===== src/rtl/adder_seq_chunked_pkg.sv =====
// Shared definitions for the chunked sequential adder/subtractor:
// FSM state encodings and a constant clog2 helper.
package adder_seq_chunked_pkg;

  typedef enum logic [1:0] {
    ST_IDLE = 2'd0,
    ST_BUSY = 2'd1,
    ST_DONE = 2'd2
  } state_e;

  function automatic int clog2(input int value);
    int r;
    int v;
    r = 0;
    v = value - 1;
    while (v > 0) begin
      r++;
      v = v >> 1;
    end
    return r;
  endfunction

endpackage


===== src/rtl/adder_seq_chunked_chunk.sv =====
// CHUNK-bit combinational ripple of full-adder cells. Also exposes the carry
// into the chunk MSB so the caller can derive signed overflow.
module adder_chunk #(
  parameter int CHUNK = 4
) (
  input  logic [CHUNK-1:0] a,
  input  logic [CHUNK-1:0] b,
  input  logic             cin,
  output logic [CHUNK-1:0] sum,
  output logic             cout,
  output logic             c_msb
);

  logic [CHUNK:0] c;

  always_comb begin
    c    = '0;
    sum  = '0;
    c[0] = cin;
    for (int i = 0; i < CHUNK; i++) begin
      sum[i]   = a[i] ^ b[i] ^ c[i];
      c[i+1]   = (a[i] & b[i]) | (c[i] & (a[i] ^ b[i]));
    end
  end

  assign cout  = c[CHUNK];
  assign c_msb = c[CHUNK-1];

endmodule


===== src/rtl/adder_seq_chunked.sv =====
// Multi-cycle adder/subtractor: one CHUNK-bit slice per clock, carry held in a
// flop between slices. Subtraction is x + ~y + 1.
module adder_seq_chunked
  import adder_seq_chunked_pkg::*;
#(
  parameter int WIDTH = 16,
  parameter int CHUNK = 4
) (
  input  logic             clk1,
  input  logic             rst,
  input  logic             in_valid,
  output logic             in_ready,
  input  logic [WIDTH-1:0] x,
  input  logic [WIDTH-1:0] y,
  input  logic             cin,
  input  logic             sub,
  output logic             out_valid,
  input  logic             out_ready,
  output logic [WIDTH-1:0] sum,
  output logic             cout,
  output logic             ovf,
  output logic [1:0]       dbg_state
);

  localparam int N     = WIDTH / CHUNK;
  localparam int IDX_W = (clog2(N) < 1) ? 1 : clog2(N);

  state_e             state_q, state_d;
  logic [IDX_W-1:0]   idx_q, idx_d;
  logic [WIDTH-1:0]   a_q, a_d;
  logic [WIDTH-1:0]   b_q, b_d;
  logic               carry_q, carry_d;
  logic [WIDTH-1:0]   sum_q, sum_d;
  logic               cout_q, cout_d;
  logic               ovf_q, ovf_d;

  int unsigned        shamt;
  logic [CHUNK-1:0]   a_chunk, b_chunk, chunk_sum;
  logic               chunk_cout, chunk_cmsb;
  logic [WIDTH-1:0]   chunk_mask, chunk_ins;

  // Select the current slice by shifting rather than indexing, so the slice
  // position is idx*CHUNK regardless of parameters.
  always_comb begin
    shamt      = 32'(idx_q) * 32'(CHUNK);
    a_chunk    = CHUNK'(a_q >> shamt);
    b_chunk    = CHUNK'(b_q >> shamt);
    chunk_mask = WIDTH'({CHUNK{1'b1}}) << shamt;
    chunk_ins  = WIDTH'(chunk_sum) << shamt;
  end

  adder_chunk #(.CHUNK(CHUNK)) u_chunk (
    .a     (a_chunk),
    .b     (b_chunk),
    .cin   (carry_q),
    .sum   (chunk_sum),
    .cout  (chunk_cout),
    .c_msb (chunk_cmsb)
  );

  always_comb begin
    state_d = state_q;
    idx_d   = idx_q;
    a_d     = a_q;
    b_d     = b_q;
    carry_d = carry_q;
    sum_d   = sum_q;
    cout_d  = cout_q;
    ovf_d   = ovf_q;
    case (state_q)
      ST_IDLE: begin
        if (in_valid) begin
          a_d     = x;
          b_d     = sub ? ~y : y;
          carry_d = sub ? 1'b1 : cin;
          idx_d   = '0;
          state_d = ST_BUSY;
        end
      end
      ST_BUSY: begin
        sum_d   = (sum_q & ~chunk_mask) | chunk_ins;
        carry_d = chunk_cout;
        if (idx_q == IDX_W'(N - 1)) begin
          cout_d  = chunk_cout;
          ovf_d   = chunk_cout ^ chunk_cmsb;
          state_d = ST_DONE;
        end else begin
          idx_d = idx_q + IDX_W'(1);
        end
      end
      ST_DONE: begin
        if (out_ready) state_d = ST_IDLE;
      end
      default: state_d = ST_IDLE;
    endcase
  end

  always_ff @(posedge clk1) begin
    if (rst) begin
      state_q <= ST_IDLE;
      idx_q   <= '0;
      a_q     <= '0;
      b_q     <= '0;
      carry_q <= 1'b0;
      sum_q   <= '0;
      cout_q  <= 1'b0;
      ovf_q   <= 1'b0;
    end else begin
      state_q <= state_d;
      idx_q   <= idx_d;
      a_q     <= a_d;
      b_q     <= b_d;
      carry_q <= carry_d;
      sum_q   <= sum_d;
      cout_q  <= cout_d;
      ovf_q   <= ovf_d;
    end
  end

  // Handshake: a transfer happens on an edge where valid and ready are both
  // high; both ready and valid are decoded from state alone.
  assign in_ready  = (state_q == ST_IDLE);
  assign out_valid = (state_q == ST_DONE);
  assign sum       = sum_q;
  assign cout      = cout_q;
  assign ovf       = ovf_q;
  assign dbg_state = state_q;

endmodule

===== config.mk =====
export PLATFORM = sky130hd
export DESIGN_NAME = adder_seq_chunked
export DESIGN_NICKNAME = d
export VERILOG_FILES = /design/src/rtl/adder_seq_chunked_pkg.sv /design/src/rtl/adder_seq_chunked_chunk.sv /design/src/rtl/adder_seq_chunked.sv
export SDC_FILE = /design/constraint.sdc
export NUM_CORES = 1
export LEC_CHECK = 0
export ABC_CLOCK_PERIOD_IN_PS = 3900
export CAP_MARGIN = 20
export CORE_MARGIN = 8
export CORE_UTILIZATION = 45
export DETAILED_ROUTE_END_ITERATION = 8
export GPL_ROUTABILITY_DRIVEN = 0
export GPL_TIMING_DRIVEN = 1
export HOLD_SLACK_MARGIN = 0.15
export PLACE_DENSITY = 0.77
export SETUP_SLACK_MARGIN = 0.15
export SYNTH_ARGS = -nofsm -noshare
export SYNTH_HDL_FRONTEND = slang
export SYNTH_HIERARCHICAL = 1
export SYNTH_SLANG_ARGS = --single-unit

===== constraint.sdc =====
create_clock -name clk1 -period 3.9 [get_ports clk1]
set_input_delay 0.78 -clock clk1 [delete_from_list [all_inputs] [get_ports clk1]]
set_output_delay 0.78 -clock clk1 [all_outputs]
set_load 0.02 [all_outputs]

==> flow_summary.toml <==
[timing]
setup_viol = 0
max_freq_ghz = 0.3329
relSlewSlack_pct = 35.37
rsz0062_at_grt = "false"
tns_ps = 0
final.setup.worst_slack_ps = 896.2
finalHoldViolCount = 0
finalCriticalPeriod_ps = 3004
hold_slack_ps = 459.2
min_period_over_period_pct = 77.02
finClkSkew_ps = 5.217
worst_slew_pin_slew_ps = 969.5
slew_violations = 0

[critical_path]
crit_path_start_kind = "register"
cp_slowest_stage_delay_ps = 690
critPathLaunch = "idx_q[1]$_SDFFE_PP0P_"
cp_slowest_cell = "dfxtp_1"
required_ps = 4050
setup.worst_path.class = "reg -> reg"
cp.arrival_ps = 3160
r2r_cells = 9
crit_cells = 9
critPathTopFamily = "adder cells"
cp_max_fo = 15
cp_cell_sequence = "mux4_2, fa_1, inv_1, fa_1, fa_1, inv_1, fa_1, a22oi_1, nor2_1"
crit_top_cell = "fa_1"
r2r_slack_ps = 900
r2r_end = "sum[3]$_SDFFE_PP0N_"
cp-endpoint = "sum[3]$_SDFFE_PP0N_"
cp-end-kind = "register"
timing.rr.start = "idx_q[1]$_SDFFE_PP0P_"
path_buf_inv = 2

[global_route]
grt_use_total_pct = 13.76
grt_max_degree = 58
grt_overflow_total = 0
antenna_found_initial = 0
grt_pass1_vias = 2029
grt_pass1_wl_um = 9597

[detailed_routing]
postRouteAntennaNets = 0
drc_errors = 0
num_vias = 1994
wl_per_cell_um = 14.23
wl_um = 5463
post_drt_via_cell_ratio = 5.193
drt-initial-drc-count = 110
dr.pass1.iters = 4

[synth]
synth_area_leader_cell = "dfxtp_1"
synth_edf_count = 0
synth_cell_types = 35
netlist.area_leader.share_pct = 44.04
syn_area_um2 = 2500
synthTopCellsByArea = "dfxtp_1 44%, mux4_2 7.2%, xnor2_1 5.6%, nor2_1 5.6%, nand2_1 5.0%"
yosys_register_bits = 55
syn_inst = 262
syn_avg_cell_area_um2 = 9.542
synth_common_cells = "55 x dfxtp_1, 37 x nor2_1, 33 x nand2_1"
synth_flop_cell = "dfxtp_1"
yosysMostFrequentCell = "dfxtp_1"
ys.warnings.count = 6
async_reset_ff_share_pct = 0
syn_nets = 308
ys_seq_area_share_pct = 44.04

[pwr]
intPower_w = 0.0009125
p_sw_w = 0.0003024
power.density_nw_per_um2 = 377.3
power.share.combinational_pct = 17.7
p_sw_share_pct = 24.89
leakage_nw = 1.166
ir_worst_vdd_v = 0.0002510
p_clk_share_pct = 31.4
p_seq_share_pct = 50.9

[clock_network]
cts_root_buf = "clkbuf_8"
ctsResizeCount = 0
cts_hold_buf = 0
cts_setup_buffers = 0
cts_tree = "built"
ctsHtreeMaxLevel = 2
clockBufferDepth = 2
clock_sinks = 55
clk_pin_slew_ps = 90
cts_buffers = 5
clk_latency_ps = 300

[die]
start_util_pct = 45.96
die-area_um2 = 8197
rows = 27
die_w_um = 90.54
core_area_um2 = 5439
floorplan.io_pins = 60
die_y_um = 90.54

[hold_path]
hp-class = "reg -> reg"

[final_layout]
area_growth_syn_to_layout_pct = 28.83
post-route-util_pct = 59.21
drive_above_1_share_pct = 7.372
fillers = 479
antenna_cells = 0
nets = 357
fin_cells = 384

[status]
status = "finished clean"

[place]
placed_cells = 376
portBuffers = 59
place_ws_ps = 886.5
hpwl_um = 4125

[run]
timing.max_cap.violations = 0
routing by layer:
layer | vias up | share of wire (%) | GRT usage, %
met5 | - | 0 | 0
met2 | 66 | 49 | 23.14
met4 | 0 | 0.73 | 2.635
met1 | 921 | 43 | 16.40
met3 | 6 | 6.8 | 4.988
li1 | 1001 | - | -
worst min-delay path: stages (launching register included):
cell,delay [ps]
dfxtp_1,320
nand2_1,50
a21oi_1,50
cell families after synthesis:
| family | synth area share, % |
|---|---|
| simple gates | 17.02 |
| flops | 44.04 |
| compound gates | 14.36 |
| buf+inv | 5.405 |
| xor+xnor | 5.956 |
| mux | 8.008 |
| fa+ha+maj | 5.205 |
layout by cell type (no fill, tap or decap), types with 2 or more instances in the layout:
cell type        netlist  final
nor2_1                37     37
clkdlybuf4s50_1        0     58
mux4_2                 8      8
inv_1                 11     11
clkbuf_8               0      6
mux2i_1                2      2
nand2b_1               2      2
nor2b_1                2      2
or3b_1                 2      2
fa_1                   4      4
dfxtp_1               55     55
nand2_1               33     33
a211oi_1              16     16
a21oi_1               17     17
xnor2_1               16     16
nand3b_1               3      3
buf_4                  2      2
ha_1                   4      4
a22oi_1               16     16
nor3_1                 2      2
power groups by stage:
stage | combinational [W] | sequential [W] | clock (W)
after floorplan | 0.000136 | 0.000628 | 0
after CTS | 0.000217 | 0.000619 | 0.000389
final | 0.000215 | 0.000619 | 0.000381
after global placement | 0.000211 | 0.000631 | 0
after detailed placement | 0.000217 | 0.000632 | 0
after global routing | 0.000238 | 0.000624 | 0.000417
area by class of cell:
| cell class | instances | area (um^2) | share of cell area (%) |
|---|---|---|---|
| sequential | 55 | 1101 | 34.19 |
| clock inverter | 2 | 35.03 | 1.088 |
| tap | 72 | 90.09 | 2.797 |
| clock buffer | 6 | 82.58 | 2.564 |
| multi-input combinational | 177 | 1270 | 39.43 |
| inverter | 11 | 41.29 | 1.282 |
| timing repair buffer | 61 | 600.6 | 18.65 |
worst min path at each step:
stage,slack (ps),cells after the start,to,start
final,460,2,a_q[10]$_SDFFE_PP0P_,a_q[10]$_SDFFE_PP0P_
after global routing,480,2,a_q[10]$_SDFFE_PP0P_,a_q[10]$_SDFFE_PP0P_
after CTS,460,2,a_q[10]$_SDFFE_PP0P_,a_q[10]$_SDFFE_PP0P_
after detailed placement,450,2,a_q[10]$_SDFFE_PP0P_,a_q[10]$_SDFFE_PP0P_
after global placement,440,2,a_q[10]$_SDFFE_PP0P_,a_q[10]$_SDFFE_PP0P_
after floorplan,430,2,a_q[10]$_SDFFE_PP0P_,a_q[10]$_SDFFE_PP0P_
sequential cells by signal, indices dropped and copies added (netlist names):
signal	flops
sum	16
cout	1
ovf	1
idx_q	2
dbg_state	2
b_q	16
a_q	16
carry_q	1
through the flow:
| step | cell area [um^2] | total power, W |
|---|---|---|
| after global routing | 3221 | 0.001279 |
| after floorplan | 2500 | 0.0007639 |
| after global placement | 3103 | 0.0008417 |
| final | 3221 | 0.001215 |
| after CTS | 3221 | 0.001225 |
| after detailed placement | 3103 | 0.0008488 |
(Power assumes the default switching activity.)
